**config.mk**
```make
export PLATFORM = sky130hd
export DESIGN_NAME = reg_uart_rx
export DESIGN_NICKNAME = d
export VERILOG_FILES = /design/src/rtl/uart_pkg.sv /design/src/rtl/uart_rx_byte.sv /design/src/rtl/reg_uart_rx.sv
export SDC_FILE = /design/constraint.sdc
export NUM_CORES = 1
export LEC_CHECK = 0
export CAP_MARGIN = 15
export CORE_UTILIZATION = 54
export CTS_BUF_LIST = sky130_fd_sc_hd__clkbuf_4
export DETAILED_ROUTE_END_ITERATION = 10
export PLACE_DENSITY = 0.78
export REMOVE_ABC_BUFFERS = 1
export SLEW_MARGIN = 10
export SYNTH_ARGS = -nofsm -noshare
export SYNTH_HDL_FRONTEND = slang
export SYNTH_SLANG_ARGS = --single-unit
export TNS_END_PERCENT = 1
```
**constraint.sdc**
```tcl
create_clock -name clk -period 3.2 [get_ports clk]
set_input_delay 0.64 -clock clk [delete_from_list [all_inputs] [get_ports clk]]
set_output_delay 0.64 -clock clk [all_outputs]
set_load 0.01 [all_outputs]
```
**src/rtl/uart_pkg.sv**
```systemverilog
// Frame constants, state encoding and sample-point helper shared by the UART word link.
package uart_pkg;

  typedef enum logic [2:0] {
    IDLE,
    START,
    DATA,
    STOP,
    WAIT_IDLE
  } uart_state_e;

  localparam int unsigned DATA_BITS = 8;
  localparam int unsigned BYTE_W    = 8;

  // Mid-bit sample point of the bit timer.
  function automatic int unsigned mid(input int unsigned clks_per_bit);
    return clks_per_bit / 2 - 1;
  endfunction

endpackage

```
**src/rtl/uart_rx_byte.sv**
```systemverilog
// 8N1 byte receiver: input synchronizer, bit timer and START/DATA/STOP framing FSM.
module uart_rx_byte
  import uart_pkg::*;
#(
  parameter int unsigned CLKS_PER_BIT = 16
) (
  input  logic              clk,
  input  logic              reset,
  input  logic              rx_i,
  output logic [BYTE_W-1:0] byte_o,
  output logic              byte_ok_o,
  output logic              byte_err_o,
  output logic              busy_o,
  output logic              idle_o
);

  localparam int unsigned CntW = $clog2(CLKS_PER_BIT);
  localparam int unsigned IdxW = $clog2(DATA_BITS);
  localparam logic [CntW-1:0] MidCnt  = CntW'(mid(CLKS_PER_BIT));
  localparam logic [CntW-1:0] LastCnt = CntW'(CLKS_PER_BIT - 1);
  localparam logic [IdxW-1:0] LastBit = IdxW'(DATA_BITS - 1);

  logic [1:0]        sync_q;
  logic              rx_s;
  uart_state_e       state_q, state_d;
  logic [CntW-1:0]   cnt_q, cnt_d;
  logic [IdxW-1:0]   bit_idx_q, bit_idx_d;
  logic [BYTE_W-1:0] shreg_q, shreg_d;
  logic              at_mid;

  assign rx_s   = sync_q[1];
  assign at_mid = (cnt_q == MidCnt);

  always_ff @(posedge clk or posedge reset) begin
    if (reset) begin
      sync_q    <= 2'b11;
      state_q   <= IDLE;
      cnt_q     <= '0;
      bit_idx_q <= '0;
      shreg_q   <= '0;
    end else begin
      sync_q    <= {sync_q[0], rx_i};
      state_q   <= state_d;
      cnt_q     <= cnt_d;
      bit_idx_q <= bit_idx_d;
      shreg_q   <= shreg_d;
    end
  end

  // The timer free-runs modulo one bit period once a start edge is seen, so every
  // later mid-bit lands exactly one bit period after the start-bit mid-sample.
  always_comb begin
    state_d    = state_q;
    cnt_d      = (cnt_q == LastCnt) ? '0 : cnt_q + 1'b1;
    bit_idx_d  = bit_idx_q;
    shreg_d    = shreg_q;
    byte_ok_o  = 1'b0;
    byte_err_o = 1'b0;
    unique case (state_q)
      IDLE: begin
        cnt_d = '0;
        if (!rx_s) state_d = START;
      end
      START: begin
        if (at_mid) begin
          if (rx_s) begin
            state_d = IDLE;
          end else begin
            state_d   = DATA;
            bit_idx_d = '0;
          end
        end
      end
      DATA: begin
        if (at_mid) begin
          shreg_d = {rx_s, shreg_q[BYTE_W-1:1]};
          if (bit_idx_q == LastBit) state_d = STOP;
          else bit_idx_d = bit_idx_q + 1'b1;
        end
      end
      STOP: begin
        if (at_mid) begin
          if (rx_s) begin
            byte_ok_o = 1'b1;
            state_d   = IDLE;
          end else begin
            byte_err_o = 1'b1;
            state_d    = WAIT_IDLE;
          end
        end
      end
      WAIT_IDLE: begin
        cnt_d = '0;
        if (rx_s) state_d = IDLE;
      end
      default: state_d = IDLE;
    endcase
  end

  assign byte_o = shreg_q;
  assign busy_o = (state_q == START) || (state_q == DATA) || (state_q == STOP);
  assign idle_o = (state_q == IDLE);

endmodule

```
**src/rtl/reg_uart_rx.sv**
```systemverilog
// UART word receiver: packs consecutive 8N1 bytes (byte 0 in the LSBs) into one word and
// flags word completion, framing errors and inter-byte timeouts with one-cycle pulses.
module reg_uart_rx
  import uart_pkg::*;
#(
  parameter int unsigned CLKS_PER_BIT   = 16,
  parameter int unsigned BYTES_PER_WORD = 4,
  parameter int unsigned TIMEOUT_BITS   = 20
) (
  input  logic                             clk,
  input  logic                             reset,
  input  logic                             in,
  output logic [BYTE_W*BYTES_PER_WORD-1:0] Q,
  output logic                             valid,
  output logic                             frame_err,
  output logic                             timeout,
  output logic                             busy
);

  localparam int unsigned WordW    = BYTE_W * BYTES_PER_WORD;
  localparam int unsigned IdxW     = (BYTES_PER_WORD > 1) ? $clog2(BYTES_PER_WORD) : 1;
  localparam int unsigned ToCycles = TIMEOUT_BITS * CLKS_PER_BIT;
  localparam int unsigned ToW      = $clog2(ToCycles + 1);
  localparam logic [IdxW-1:0] LastByte = IdxW'(BYTES_PER_WORD - 1);
  localparam logic [ToW-1:0]  ToLast   = ToW'(ToCycles - 1);

  logic [BYTE_W-1:0] rx_byte;
  logic              byte_ok, byte_err, rx_idle;

  logic [IdxW-1:0]  byte_cnt_q, byte_cnt_d;
  logic [WordW-1:0] word_sr_q, word_sr_d;
  logic [WordW-1:0] q_q, q_d;
  logic [ToW-1:0]   to_cnt_q, to_cnt_d;
  logic             valid_q, valid_d;
  logic             frame_err_q, frame_err_d;
  logic             timeout_q, timeout_d;

  uart_rx_byte #(
    .CLKS_PER_BIT(CLKS_PER_BIT)
  ) u_rx_byte (
    .clk       (clk),
    .reset     (reset),
    .rx_i      (in),
    .byte_o    (rx_byte),
    .byte_ok_o (byte_ok),
    .byte_err_o(byte_err),
    .busy_o    (busy),
    .idle_o    (rx_idle)
  );

  always_ff @(posedge clk or posedge reset) begin
    if (reset) begin
      byte_cnt_q  <= '0;
      word_sr_q   <= '0;
      q_q         <= '0;
      to_cnt_q    <= '0;
      valid_q     <= 1'b0;
      frame_err_q <= 1'b0;
      timeout_q   <= 1'b0;
    end else begin
      byte_cnt_q  <= byte_cnt_d;
      word_sr_q   <= word_sr_d;
      q_q         <= q_d;
      to_cnt_q    <= to_cnt_d;
      valid_q     <= valid_d;
      frame_err_q <= frame_err_d;
      timeout_q   <= timeout_d;
    end
  end

  // Byte events only occur outside IDLE and the timeout only inside it, so the three
  // pulses can never coincide; a start bit seen on the firing cycle becomes byte 0.
  always_comb begin
    byte_cnt_d  = byte_cnt_q;
    word_sr_d   = word_sr_q;
    q_d         = q_q;
    to_cnt_d    = '0;
    valid_d     = 1'b0;
    frame_err_d = 1'b0;
    timeout_d   = 1'b0;

    if (rx_idle && (byte_cnt_q != '0)) begin
      if (to_cnt_q == ToLast) begin
        timeout_d  = 1'b1;
        byte_cnt_d = '0;
      end else begin
        to_cnt_d = to_cnt_q + 1'b1;
      end
    end

    if (byte_ok) begin
      word_sr_d[BYTE_W*byte_cnt_q +: BYTE_W] = rx_byte;
      if (byte_cnt_q == LastByte) begin
        q_d        = word_sr_d;
        valid_d    = 1'b1;
        byte_cnt_d = '0;
      end else begin
        byte_cnt_d = byte_cnt_q + 1'b1;
      end
    end

    if (byte_err) begin
      frame_err_d = 1'b1;
      byte_cnt_d  = '0;
    end
  end

  assign Q         = q_q;
  assign valid     = valid_q;
  assign frame_err = frame_err_q;
  assign timeout   = timeout_q;

endmodule
```
== After elaboration in Yosys (flattened, before gate mapping) ==
Cells that the tools add are included.
Word-level totals
  output and inout bits: 36
  logic and storage cells: 85
  flip-flop bits (word level): 98
Cells by class
  eq/ne operators: 17
  add/sub/neg operators: 5
  shifts and indexed selects: 2
  muxes and demuxes: 35
  reductions and logical operators: 14
Operators by type and width (number)
  5-bit negation with 34-bit output: 1
  8-bit by 34-bit variable shift with 32-bit output (first input constant): 1
  8-bit by 34-bit indexed part select with 32-bit output: 1
  3-bit two-way mux: 11
  32-bit bitwise mux: 1
  9-bit two-way mux: 2
  3-bit one-hot mux with 5 select lines: 1
  2-bit two-way mux: 6
  1-bit two-way mux: 11
  2-bit by 1-bit inequality test with 1-bit output (second input constant): 5
  9-bit by 1-bit adder with 9-bit output (second input constant): 1
  9-bit equality test (second input constant): 1
  4-bit two-way mux: 2
  3-bit by 2-bit equality test with 1-bit output (second input constant): 2
  3-bit equality test (second input constant): 2
  2-bit inequality test (second input constant): 3
  3-bit one-hot mux with 2 select lines: 1
  2-bit AND reduction: 3
  6-bit AND reduction: 1
  3-bit nonzero test: 2
  5-bit AND reduction: 1
  4-bit by 1-bit adder with 4-bit output (second input constant): 1
  4-bit by 3-bit equality test with 1-bit output (second input constant): 1
  4-bit equality test (second input constant): 1
  9 further kinds: 11

== Logic depth before layout (Yosys ltp) ==
  depth in word-level cells: 5
  gate-level depth with buffers: 7
  mapped depth without buffers: 5

== Hierarchy ==
A second synthesis with hierarchy kept.
Unflattened totals
  cells, all modules: 352
  area total of the unflattened synthesis: 4042.6 µm²
By module, submodules not included
  reg_uart_rx: instances 1, cells an instance 277, area each 3081.7 µm²
  uart_rx_byte: instances 1, cells an instance 75, area each 960.9 µm²

== Worst setup path after synthesis ==
No wires, ideal clock.
  kind: register -> register
  from: reg byte_cnt_q[0]
  to: reg word_sr_q[1]
  setup slack: 1.345 ns
  setup time: 0.066 ns
  period minus slack after synthesis: 1.855 ns
  cell stages (with the launch flop): 8
  arrival time: 1.789 ns
  path through: dfrtp_1 -> inv_1 -> ha_1 -> nor4bb_1 -> buf_2 -> and4_1 -> buf_2 -> a22o_1
Between the ends
  cells in the longest elaborated chain, start to end: 3
Ends and longest elaborated chain
  from (decl): line reg_uart_rx.sv:30  | logic [IdxW-1:0] byte_cnt_q, byte_cnt_d;
  from (signal assigned): line reg_uart_rx.sv:61  | byte_cnt_q <= byte_cnt_d;
  5-bit negation with 34-bit output (*): line reg_uart_rx.sv:92  | word_sr_d[BYTE_W*byte_cnt_q +: BYTE_W] = rx_byte;
  8-bit by 34-bit indexed part select with 32-bit output / 8-bit by 34-bit variable shift with 32-bit output (equally long branches): line reg_uart_rx.sv:92
  32-bit bitwise mux (*): line reg_uart_rx.sv:92
  to (signal assigned): line reg_uart_rx.sv:62  | word_sr_q <= word_sr_d;
  to (decl): line reg_uart_rx.sv:31  | logic [WordW-1:0] word_sr_q, word_sr_d;
Every way passes the cells marked *; elsewhere a longest branch is shown, timed or not.
A chain may end at the register's enable or synchronous reset.

== Worst setup path after layout ==
  from: reg u_rx_byte.state_q[0]
  to: out busy
Between the ends
  cells in the longest elaborated chain, start to end: 3
Ends and longest elaborated chain
  from (decl): line uart_rx_byte.sv:25  | uart_state_e state_q, state_d;
  from (signal assigned): line uart_rx_byte.sv:43  | state_q <= state_d;
  3-bit by 1-bit equality test with 1-bit output / 3-bit by 2-bit equality test with 1-bit output (equally long branches): line uart_rx_byte.sv:101  | assign busy_o = (state_q == START) || (state_q == DATA) || (state_q == STOP);
  1-bit logical OR: line uart_rx_byte.sv:101
  1-bit logical OR (*): line uart_rx_byte.sv:101
  to (decl): line reg_uart_rx.sv:17  | output logic busy
Marks and branches as above.

==> Flow_metrics.wiki <==
{| class="wikitable"
! Metric !! Value
|-
| Last weighted congestion value of the routability-driven placer || roughly 0.80
|-
| Number of I/O port buffers || 38
|-
| Post-synth top area cell || sky130_fd_sc_hd__dfrtp_1
|-
| Diodes inserted || 0
|-
| Register-to-Register Setup Slack || between 700 and 800 ps
|-
| Die Span Y || 92.2 microns
|-
| Area Growth Syn to Fin || 13.8%
|-
| Fraction of the core area covered by cells at the end of the flow || 64.0%
|-
| Die Footprint || 0.00850 sq mm
|-
| Layout filler cell count || approximately 600
|-
| Hold-fix buffers, CTS || 0
|-
| Delay of the slowest cell on the worst path || roughly 530 ps
|-
| Worst VDD drop || roughly 240 uV
|-
| Post-route fraction of the period consumed by the critical path || around 78%
|-
| Post-layout minimum cycle time || between 2000 and 3000 ps
|-
| Crit Path Max Fanout || 12
|-
| Worst Clk Skew || 18.0 ps
|-
| Via/cell ratio || 6.31
|-
| Number of core rows || 32
|-
| Initial Utilization || approximately 56%
|-
| Total setup violations reported at the end of the flow || 0
|-
| Hold Fails Final Rpt || 0
|-
| Total global routing track utilization || 24.0%
|-
| Number of buffers and inverters on the critical path || 1
|-
| Remaining antenna violation count || 0
|-
| Clock latency of the later-clocked register in the worst-skew pair || approximately 440 ps
|-
| Post-synth EDFFs || 0
|-
| Antenna violations before repair || 0
|-
| First-pass GRT wire length || 15900 microns
|-
| Instance count of the mapped netlist || approximately 350
|-
| Result of the run || complete, no violations
|-
| Reg clk slew, reported paths || between 100 and 150 ps
|-
| Cells along the critical path || nor2_1 > nor2_1 > clkdlybuf4s50_1
|-
| Most common cell type on the critical path || sky130_fd_sc_hd__nor2_1
|-
| Library cell contributing the largest single delay on the critical path || sky130_fd_sc_hd__dfrtp_1
|-
| CTS max path bufs || 2
|-
| Number of design rule violations left after detail routing || 0
|-
| Primary FF master, synth || sky130_fd_sc_hd__dfrtp_1
|-
| Clk root buf || sky130_fd_sc_hd__clkbuf_4
|-
| Pins over their slew limit || 0
|-
| Sequential share of the synthesized area || 55.9%
|-
| Critical Path End Type || output port
|-
| Worst min-delay path class || reg2reg
|-
| Buffers inserted by post-CTS timing repair || 0
|-
| Synth Warn # || 0
|-
| Routed wire length || ~9000 microns
|-
| Number of nets in the layout || around 390
|-
| Slew at the pin closest to its max-slew limit || about 960 ps
|-
| Cell class contributing the biggest share of worst-path delay || flip-flops
|-
| Overflow after GRT || 0
|-
| Most frequent cells in the layout || 96 x sky130_fd_sc_hd__dfrtp_1, 38 x sky130_fd_sc_hd__clkdlybuf4s50_1, 29 x sky130_fd_sc_hd__mux2_2
|-
| Avg Cell Area, Syn || approximately 12 sq um
|-
| Number of global-route vias before repair || 3081
|-
| Setup repair after global routing missed its margin || false
|-
| Max capacitance violation total || 0
|-
| Part of the total power dissipated in the clock network || a little over a quarter
|-
| Data required time of the worst path || 2560 ps
|-
| Ratio of total power to cell area || between 500 and 600 mW/mm^2
|-
| Fraction of post-synthesis cell area in the top cell type by area || between 50% and 60%
|-
| Placed wire-length estimate || roughly 5800 microns
|-
| Switching share of power || a little under a third
|-
| Clock Sinks || between 90 and 100
|-
| Share of power burned in combinational logic || between 10% and 20%
|-
| Flip-flop and latch count after synthesis || between 90 and 100
|-
| Startpoint types || flip-flop
|-
| CTS H-tree depth || 3
|-
| Total negative slack for setup checks || 0 ps
|-
| Total clock buffers created by CTS || 9
|-
| Non-filler instance count after layout || between 400 and 500
|-
| Detailed Routing Iterations Pass 1 || 4
|-
| Headroom to the max-slew limit || 36.0%
|-
| Initial drt markers || between 100 and 150
|-
| Core region area || 0.00781 sq mm
|-
| Width of the chip || roughly 92 microns
|-
| Upper clock frequency limit || about 0.4 GHz
|-
| Synthesized cell area || about 0.0044 sq mm
|-
| Wire per inst || around 19 microns
|-
| Internal Power || ~1.8 mW
|-
| Largest net degree at the start of global routing || 52
|-
| Sequential group share of total power || 53.4%
|-
| Ratio of cells with drive above 1 in the final layout || between 10% and 20%
|-
| Commonest non-fill, non-tap cell in the layout || sky130_fd_sc_hd__dfrtp_1
|-
| Leakage power of the design || between 2 and 2.5 nW
|-
| Arrival time worst endpoint || roughly 1900 ps
|-
| Critical path class || reg2out
|-
| Post-placement cell count || around 470
|-
| Clock tree from TritonCTS || yes
|-
| Via count || 3073
|-
| Switching power || between 0.8 and 0.9 mW
|-
| Synth cell types || 48
|-
| Share of synthesized registers carrying an async set or reset || 100%
|-
| Number of top-level design ports || 39
|-
| Resize count post-CTS || 0
|-
| Top area cells in the synthesized netlist || sky130_fd_sc_hd__dfrtp_1 55%, sky130_fd_sc_hd__mux2_2 7.4%, sky130_fd_sc_hd__a22o_1 4.0%
|}
## layout make-up
cell class                 count  area, sq um  share of cell area (%)
clock inverter                 5         80.1                    1.60
sequential                    98         2450                    49.1
tap                          102          128                    2.55
clock buffer                  10         75.1                    1.50
multi-input combinational    216         1770                    35.4
inverter                      10         40.0                   0.801
timing repair buffer          46          453                    9.06
## path summary, 6_finish.rpt
check	start	end	cells after the start
min	u_rx_byte.sync_q[0]	u_rx_byte.sync_q[1]	0
max in group asynchronous	reset	u_rx_byte.sync_q[0]	3
min in group asynchronous	reset	Q[3]	2
max	u_rx_byte.state_q[0]	busy	3
max reg2reg	byte_cnt_q[0]	Q[19]	5
min reg2reg	u_rx_byte.sync_q[0]	u_rx_byte.sync_q[1]	0
## routing by layer
metal / vias to the layer above / routed length (microns) / GRT usage, %
met5: - / 0 / 0
met4: 0 / 105 / 8.07
met3: 9 / 474 / 4.15
met2: 90 / 4260 / 35.8
met1: 1564 / 4180 / 35.6
li1: 1410 / - / -
## registers in the layout (all words and copies together), names as in the netlist
name and cells:
Q 32, word_sr_q 32, to_cnt_q 9, u_rx_byte.byte_o 8, u_rx_byte.cnt_q 4, u_rx_byte.bit_idx_q 3, u_rx_byte.state_q 3, byte_cnt_q 2
u_rx_byte.sync_q 2, frame_err 1, timeout 1, valid 1
## kinds of logic after synthesis
logic type	share of synthesized area, %
buffers and inverters	3.87
DFF	55.9
xor gates and xnor gates	0.798
and+or+nand+nor	10.6
AOI/OAI and AO/OA	18.5
adders and majority gates	2.85
muxes	7.44
## synthesized netlist by cell type (3+ instances only)
library cell	number
sky130_fd_sc_hd__buf_1	9
sky130_fd_sc_hd__nor2_1	9
sky130_fd_sc_hd__clkbuf_1	6
sky130_fd_sc_hd__nor2b_1	4
sky130_fd_sc_hd__nand4_1	5
sky130_fd_sc_hd__nor3b_1	5
sky130_fd_sc_hd__a2bb2oi_1	14
sky130_fd_sc_hd__nand4b_1	3
sky130_fd_sc_hd__buf_2	10
sky130_fd_sc_hd__or3_1	3
sky130_fd_sc_hd__inv_1	10
sky130_fd_sc_hd__a32o_1	16
sky130_fd_sc_hd__o21ai_0	6
sky130_fd_sc_hd__dfrtp_1	96
sky130_fd_sc_hd__a22o_1	20
sky130_fd_sc_hd__mux2_2	29
sky130_fd_sc_hd__ha_1	10
sky130_fd_sc_hd__nand3_1	18
sky130_fd_sc_hd__a211oi_1	14
sky130_fd_sc_hd__a21oi_1	7
sky130_fd_sc_hd__nand2_1	7
sky130_fd_sc_hd__o2bb2ai_1	15
## stage by stage
step / setup slack, ps / total power, mW / instance area, sq um / hold WS (ps)
2_1_floorplan: 1.24 / 1.73 / 4260 / 345
3_3_place_gp: 988 / 1.91 / 4840 / 346
3_5_place_dp: 820 / 1.93 / 4840 / 347
4_1_cts: 655 / 2.64 / 5000 / 367
5_1_grt: 556 / 2.77 / 5000 / 370
6_report: 694 / 2.62 / 5000 / 367
## power by group through the flow
stage,combinational (mW),clock (mW),sequential (mW)
after global placement,0.490,0,1.42
after floorplan,0.341,0,1.39
final,0.507,0.717,1.40
after CTS,0.510,0.732,1.40
after global routing,0.568,0.784,1.42
after detailed placement,0.508,0,1.42
Power figures use the tool's default switching activity.
